<file path="src/rtl/cordic_sincos_iter.sv">
// Iterative rotation-mode CORDIC: IEEE-754 single angle in, single-precision sin or cos out.
// One micro-rotation per enabled cycle; start/done handshake with range rejection.
module cordic_sincos_iter #(
  parameter int unsigned W    = 22,
  parameter int unsigned ITER = 16
) (
  input  logic        clock,
  input  logic        aclr,
  input  logic        clk_en,
  input  logic        start,
  input  logic        n,
  input  logic [31:0] dataa,
  output logic        done,
  output logic [31:0] result,
  output logic        range_err
);

  localparam int unsigned FRAC = W - 2;
  localparam int unsigned CW   = 5;
  localparam int unsigned SH   = 30 - FRAC;
  localparam logic [32:0] RND  = 33'((64'(1) << SH) >> 1);

  function automatic real k_gain(input int unsigned iters);
    real k;
    k = 1.0;
    for (int unsigned i = 0; i < iters; i++) k = k / $sqrt(1.0 + 1.0 / (4.0 ** i));
    return k;
  endfunction

  localparam logic [W-1:0] K_FIX = W'($rtoi(k_gain(ITER) * (2.0 ** FRAC) + 0.5));

  // atan(2^-i) at 30 fractional bits; beyond i = 9 the value rounds to 2^(30-i)
  function automatic logic [31:0] atan_rom(input logic [CW-1:0] idx);
    case (idx)
      5'd0:    atan_rom = 32'h3243F6A9;
      5'd1:    atan_rom = 32'h1DAC6705;
      5'd2:    atan_rom = 32'h0FADBAFD;
      5'd3:    atan_rom = 32'h07F56EA7;
      5'd4:    atan_rom = 32'h03FEAB77;
      5'd5:    atan_rom = 32'h01FFD55C;
      5'd6:    atan_rom = 32'h00FFFAAB;
      5'd7:    atan_rom = 32'h007FFF55;
      5'd8:    atan_rom = 32'h003FFFEB;
      5'd9:    atan_rom = 32'h001FFFFD;
      default: atan_rom = 32'h40000000 >> idx;
    endcase
  endfunction

  typedef enum logic [1:0] {S_IDLE, S_ITER, S_PACK} state_t;

  state_t               state_q, state_d;
  logic signed [W-1:0]  x_q, x_d, y_q, y_d, z_q, z_d;
  logic [CW-1:0]        cnt_q, cnt_d;
  logic                 mode_q, mode_d, rerr_q, rerr_d;
  logic                 done_q, done_d, range_err_q, range_err_d;
  logic [31:0]          result_q, result_d;

  logic [7:0]           in_exp;
  logic [23:0]          in_man;
  int                   in_sh;
  logic [63:0]          in_mag;
  logic signed [W-1:0]  in_fix;
  logic                 in_rerr;

  logic signed [W-1:0]  x_sh, y_sh, atan_w;
  logic [32:0]          atan_r;

  logic signed [W-1:0]  pk_v;
  logic [W-1:0]         pk_mag;
  int                   pk_p;
  logic [W+22:0]        pk_tmp;
  logic [31:0]          pk_word;

  // float_to_fixed and range check on the incoming angle
  always_comb begin
    in_exp  = dataa[30:23];
    in_man  = {1'b1, dataa[22:0]};
    in_sh   = int'(in_exp) - 150 + int'(FRAC);
    if (in_sh >= 0) in_mag = 64'(in_man) << 32'(in_sh);
    else            in_mag = 64'(in_man) >> 32'(-in_sh);
    in_fix  = W'(in_mag);
    if (dataa[31])      in_fix = -in_fix;
    if (in_exp == 8'h0) in_fix = '0;
    in_rerr = (dataa[30:0] > 31'h3FC90FDB) || (in_exp == 8'hFF);
  end

  always_comb begin
    x_sh   = x_q >>> cnt_q;
    y_sh   = y_q >>> cnt_q;
    atan_r = ({1'b0, atan_rom(cnt_q)} + RND) >> SH;
    atan_w = W'(atan_r);
  end

  // fixed_to_float of the selected coordinate, mantissa truncated
  always_comb begin
    pk_v   = mode_q ? y_q : x_q;
    pk_mag = pk_v[W-1] ? W'(-pk_v) : W'(pk_v);
    pk_p   = 0;
    for (int b = 0; b < int'(W); b++) if (pk_mag[b]) pk_p = b;
    pk_tmp = {pk_mag, 23'b0} << 32'(int'(W) - 1 - pk_p);
    if (pk_mag == '0) pk_word = 32'h0;
    else pk_word = {pk_v[W-1], 8'(127 + pk_p - int'(FRAC)), 23'(pk_tmp >> (W - 1))};
  end

  always_ff @(posedge clock or posedge aclr) begin
    if (aclr)        state_q <= S_IDLE;
    else if (clk_en) state_q <= state_d;
  end

  always_comb begin
    state_d = state_q;
    case (state_q)
      S_IDLE:  if (start) state_d = S_ITER;
      S_ITER:  if (cnt_q == CW'(ITER - 1)) state_d = S_PACK;
      S_PACK:  state_d = S_IDLE;
      default: state_d = S_IDLE;
    endcase
  end

  always_comb begin
    x_d         = x_q;
    y_d         = y_q;
    z_d         = z_q;
    cnt_d       = cnt_q;
    mode_d      = mode_q;
    rerr_d      = rerr_q;
    done_d      = 1'b0;
    result_d    = result_q;
    range_err_d = range_err_q;
    case (state_q)
      S_IDLE: begin
        if (start) begin
          mode_d = n;
          x_d    = K_FIX;
          y_d    = '0;
          z_d    = in_rerr ? '0 : in_fix;
          cnt_d  = '0;
          rerr_d = in_rerr;
        end
      end
      S_ITER: begin
        if (!z_q[W-1]) begin
          x_d = x_q - y_sh;
          y_d = y_q + x_sh;
          z_d = z_q - atan_w;
        end else begin
          x_d = x_q + y_sh;
          y_d = y_q - x_sh;
          z_d = z_q + atan_w;
        end
        if (cnt_q != CW'(ITER - 1)) cnt_d = cnt_q + CW'(1);
      end
      S_PACK: begin
        done_d      = 1'b1;
        result_d    = rerr_q ? 32'h7FC00000 : pk_word;
        range_err_d = rerr_q;
      end
      default: ;
    endcase
  end

  always_ff @(posedge clock or posedge aclr) begin
    if (aclr) begin
      x_q         <= '0;
      y_q         <= '0;
      z_q         <= '0;
      cnt_q       <= '0;
      mode_q      <= 1'b0;
      rerr_q      <= 1'b0;
      done_q      <= 1'b0;
      result_q    <= 32'h0;
      range_err_q <= 1'b0;
    end else if (clk_en) begin
      x_q         <= x_d;
      y_q         <= y_d;
      z_q         <= z_d;
      cnt_q       <= cnt_d;
      mode_q      <= mode_d;
      rerr_q      <= rerr_d;
      done_q      <= done_d;
      result_q    <= result_d;
      range_err_q <= range_err_d;
    end
  end

  assign done      = done_q;
  assign result    = result_q;
  assign range_err = range_err_q;

endmodule

</file>
<file path="config.mk">
export PLATFORM = sky130hd
export DESIGN_NAME = cordic_sincos_iter
export DESIGN_NICKNAME = d
export VERILOG_FILES = /design/src/rtl/cordic_sincos_iter.sv
export SDC_FILE = /design/constraint.sdc
export NUM_CORES = 1
export LEC_CHECK = 0
export ABC_AREA = 1
export BUFFER_PORTS_ARGS = -buffer_cell sky130_fd_sc_hd__buf_2
export CORE_MARGIN = 2
export CORE_UTILIZATION = 60
export CTS_CLUSTER_SIZE = 25
export DETAILED_ROUTE_END_ITERATION = 8
export PLACE_DENSITY = 0.8
export SLEW_MARGIN = 20
export SYNTH_ARGS = -nofsm -noshare
export SYNTH_HDL_FRONTEND = slang
export SYNTH_SLANG_ARGS = --single-unit
</file>
<file path="constraint.sdc">
create_clock -name clock -period 16 [get_ports clock]
set_input_delay 3.2 -clock clock [delete_from_list [all_inputs] [get_ports clock]]
set_output_delay 3.2 -clock clock [all_outputs]
set_load 0.01 [all_outputs]
</file>
Yosys cells after proc, flatten, opt, wreduce, memory -nomap -nowiden --
Index checks and enable logic that the tools add are counted.
Operators by class: add/subtract/negate cells 16, order comparisons 2, equal/unequal tests 17, shift-type cells 6, muxes and demuxes 46, reduce and logical (&&, ||, !) cells 11
Operator list (number):
- two-way mux 32 bit | 22
- case mux 32 bit (10 select lines) | 1
- two-way mux 22 bit | 12
- case mux 22 bit (2 select lines) | 3
- adder 22 bit | 3
- subtractor 22 bit | 3
- left shift 45 x 32 -> 44 bit | 1
- negator 22 bit | 2
- >>> shifter 22 x 5 -> 22 bit | 2
- adder 32 x 10 -> 32 bit, second input constant | 1
- negator 10 -> 32 bit | 1
- left shift 24 x 32 -> 22 bit | 1
- right shift 24 x 32 -> 22 bit | 1
- right shift 31 x 5 -> 32 bit, first input constant | 1
- subtractor 6 x 32 -> 32 bit, first input constant | 1
- > comparator 31 x 30 -> 1 bit, second input constant | 1
- logical NOT 22 bit | 1
- == test 5 x 3 -> 1 bit, second input constant | 4
- == test 5 x 4 -> 1 bit, second input constant | 3
- adder 9 x 6 -> 10 bit, second input constant | 1
- == test 5 x 2 -> 1 bit, second input constant | 2
- greater-or-equal comparator 10 x 1 -> 1 bit, second input constant | 1
- two-way mux 5 bit | 2
- case mux 5 bit (2 select lines) | 1
- 21 further kinds | 27
Word-level totals: register bits 109, bits of input ports 37, word-level logic and storage cells 108

Longest topological paths before layout --
depth in word-level cells 28, mapped depth 48, depth with buffers taken out 46

Worst setup path after synthesis --
Ideal clock, no wire load.
path type in2reg, from in dataa[25], to reg z_q[18], library setup time 0.077 ns, data arrival time 7.879 ns, required time 15.923 ns, setup slack 8.043 ns, cell stages on the path 36, cells stage by stage inv_1 > ha_1 > clkbuf_1 > inv_1 > clkbuf_1 > clkbuf_1 > ha_1 > nor2_1 > nand3_1 > inv_1 > nand2_1 > nor2_2 > nand2_1 > ha_1 > or4_1 > nor2_1 > nand3_1 > nor2_2 > buf_2 > nand4_1 > nand2_1 > nand2_1 > nand2_1 > nand2_1 > nand3_1 > nand2_1 > nand2_1 > a32oi_1 > ha_1 > nand3_2 > nor2_1 > nand2_1 > nand2_2 > nand3_1 > nand3_1 > a21oi_1
Between the ends: word-level cells in the longest chain between the ends 11, elaborated cells on any way between the ends 17
RTL lines:
- start, declared | RTL line 12 | input logic [31:0] dataa,
- subtractor 8 x 8 -> 9 bit | RTL line 78 | in_sh = int'(in_exp) - 150 + int'(FRAC);
- adder 9 x 6 -> 10 bit | RTL line 78
- negator 10 -> 32 bit | RTL line 80 | else in_mag = 64'(in_man) >> 32'(-in_sh);
- right shift 24 x 32 -> 22 bit | RTL line 80
- two-way mux 22 bit | RTL line 79 | if (in_sh >= 0) in_mag = 64'(in_man) << 32'(in_sh);
- negator 22 bit | RTL line 82 | if (dataa[31]) in_fix = -in_fix;
- two-way mux 22 bit | RTL line 82
- two-way mux 22 bit | RTL line 83 | if (in_exp == 8'h0) in_fix = '0;
- two-way mux 22 bit (*) | RTL line 136 | z_d = in_rerr ? '0 : in_fix;
- two-way mux 22 bit (*) | RTL line 132 | if (start) begin
- case mux 22 bit (2 select lines) (*) | RTL line 130 | case (state_q)
- end signal, assigned | RTL line 176 | z_q <= z_d;
- end, declared | RTL line 52 | logic signed [W-1:0] x_q, x_d, y_q, y_d, z_q, z_d;
Mark *: on every way between the ends. The rest lies on a longest branch, timed or not. The select of a mux whose other input is x is not followed. A chain may end at the register's enable or synchronous reset.

Worst setup path after layout --
from in dataa[24], to reg z_q[16]
The elaborated chain is that of the path after synthesis.

==> flow_summary.json <==
{
  "rows": 62,
  "final_nets": 3138,
  "maxCapViolCount": 0,
  "synth_compound_area_frac": 0.206,
  "grt_util_all_layers": 0.366,
  "slew_violations": 0,
  "max_freq_mhz": 105,
  "die_w_um": 175,
  "wl_per_cell_um": 16.9,
  "drtPass1Iterations": 7,
  "die_area_um2": 30700,
  "synth.avg_cell_area_um2": 5.79,
  "max-slew-margin-rel": 0.285,
  "yosys.area_share.simple": 0.400,
  "vias_per_cell": 6.02,
  "vias": 20429,
  "cts_root_buffer": "clkbuf_16",
  "die_h_um": 175,
  "cp-start-kind": "input pin",
  "outcome": "finished, final reports clean",
  "clk_latency_ns": 0.39,
  "timing.final.crit_share": 0.593,
  "synth_mux_area_frac": 0.00228,
  "hp-class": "reg -> reg",
  "worstPathRequired_ns": 16.32,
  "synth_async_sr_flop_share": 1.00,
  "critical_path_class": "in -> reg",
  "initial_core_util": 0.611,
  "synth-seq-area-share": 0.152,
  "drive_gt1_frac": 0.0808,
  "core_area_um2": 28800,
  "finalSetupViolCount": 0,
  "syn_to_final_growth_pct": 3.94,
  "max_stage_delay_ns": 0.71,
  "multi_input_area_um2": 13000,
  "worstPathArrival_ns": 9.82,
  "cts_buffers": 9,
  "htreeDepth": 3,
  "io_buffers": 68,
  "hold_viol": 0,
  "path_buf_inv": 4,
  "final_cell_mix": "nand2_1 (895), inv_1 (313), nand3_1 (265)",
  "synth-seq-cells": 107,
  "cts_resized": 0,
  "dpl.hpwl_um": 44200,
  "cts_num_sinks": 107,
  "grt_pass1_wl_um": 92600,
  "setup_tns_ns": 0,
  "gp_congestion": 0.984,
  "cp_slowest_cell": "ha_1",
  "synth_cell_types": 78,
  "cts_buffer_depth": 2,
  "synthCells": 3036,
  "critPathCaptureType": "flip-flop",
  "cts_hold_buf": 0,
  "worstMarginPinSlew_ns": 1.07,
  "drtIter0Drc": 1970,
  "grt_pass1_vias": 19240,
  "overflow": 0,
  "boundaryPins": 71,
  "synthXorXnorAreaFrac": 0.0604,
  "rsz0062_at_grt": "false",
  "period_needed_ns": 9.49,
  "ant_nets": 0,
  "synthAdderAreaFrac": 0.0710,
  "cts_tree": "built",
  "ys.flop_type": "dfrtp_1",
  "netlist_area_um2": 17600,
  "routed_wl_um": 57200,
  "clkTransAtPathRegs_ns": 0.09,
  "fillers": 2852,
  "grt_antenna_before_repair": 0,
  "post_cts_buffers": 0,
  "cp_max_fo": 33,
  "seqCellArea_um2": 2680,
  "cp_top_family": "simple AND/OR/NAND/NOR gates",
  "synth_top_family_by_area": "simple AND/OR/NAND/NOR gates",
  "skew_ns": 0.0151,
  "num_antenna_cells": 0,
  "grt_max_degree": 73,
  "synth-edff-count": 0,
  "layout_commonest_cell": "nand2_1",
  "drc_errors": 0,
  "cp_common_cell": "nand2_1",
  "synth_warnings": 0
}
## cell families after synthesis
family | Yosys count
muxes | 4
buffers and inverters | 475
adders and majority gates | 98
other | 1
and+or+nand+nor | 1610
xor gates and xnor gates | 117
DFF | 107
AOI/OAI and AO/OA | 624
## layer usage
layer  part of all wire  GRT usage  wire length (um)  up-vias
met2               0.48      0.638             27400      815
met1               0.42      0.456             24000     9466
li1                   -          -                 -     9974
met5                  0          0                 0        -
met4              0.041      0.159              2370        0
met3              0.062     0.0416              3560      174
## state kept, by name, summed over array words and instances, names as in the netlist, 2 cells and up
register	count
y_q	22
x_q	22
cnt_q	5
state_q	2
result	30
z_q	22
## final cells by class
| type | instances | share of cell area |
|---|---|---|
| Clock buffer | 9 | 0.0123 |
| Clock inverter | 7 | 0.00500 |
| Inverter | 346 | 0.0716 |
| Multi-Input combinational cell | 2455 | 0.713 |
| Sequential cell | 107 | 0.147 |
| Tap cell | 384 | 0.0263 |
| Timing Repair Buffer | 84 | 0.0252 |
## synthesized netlist by cell type (all sizes together) (4+ instances only)
cell type  number  area, um2
a21boi          6       48.8
a21o            4       30.0
a21oi         172        887
a221o           5       50.1
a22o            4       35.0
a22oi           4       30.0
a31oi          16        100
a41oi           4       35.0
and2            9       56.3
buf            61        334
clkbuf         68        256
clkinv          6       22.5
dfrtp         107       2680
ha             95       1190
inv           340       1280
mux2i           4       40.0
nand2         924       3580
nand3         273       1410
nand4          58        363
nor2          290       1250
nor3           27        146
nor4           10       68.8
o211ai         28        210
o21a           12       90.1
o21ai         289       1510
o21bai          7       52.6
o221ai          5       43.8
o22ai          40        250
o31ai          13        116
or2            13       81.3
xnor2          35        314
xor2           82        748
## worst paths after layout
check                      cells after the start                endpoint  slack, ns              startpoint
hold reg to reg                                2  result[19]$_DFFE_PP0P_       0.48  result[19]$_DFFE_PP0P_
max in group asynchronous                      3    cnt_q[0]$_DFFE_PP0P_      11.75                    aclr
min in group asynchronous                      2   result[6]$_DFFE_PP0P_       2.84                    aclr
hold / removal                                 2  result[19]$_DFFE_PP0P_       0.48  result[19]$_DFFE_PP0P_
setup / recovery                              34     z_q[16]$_DFFE_PP0P_       6.51               dataa[24]
setup reg to reg                              41     z_q[21]$_DFFE_PP0P_       8.98    cnt_q[2]$_DFFE_PP0P_
## worst min-delay path, cell delays in order (launching register included)
cell	delay, ns
dfrtp_1	0.35
nand2_1	0.05
nand2_1	0.06
## stage by stage
stage	area (um2)	setup slack [ns]	hold slack (ns)	utilization	cells
after floorplan	17600	8.04	0.454	-	3037
after global placement	17900	6.06	0.461	0.624	3376
after detailed placement	17900	5.92	0.463	0.624	3376
after CTS	18300	6.30	0.484	0.635	3392
after global routing	18300	5.73	0.514	0.635	3392
final	18300	6.51	0.484	0.635	3392
Power is left out: the tool's default activity adds up to more than one toggle a clock period on the data nets, which glitch-free logic cannot reach.
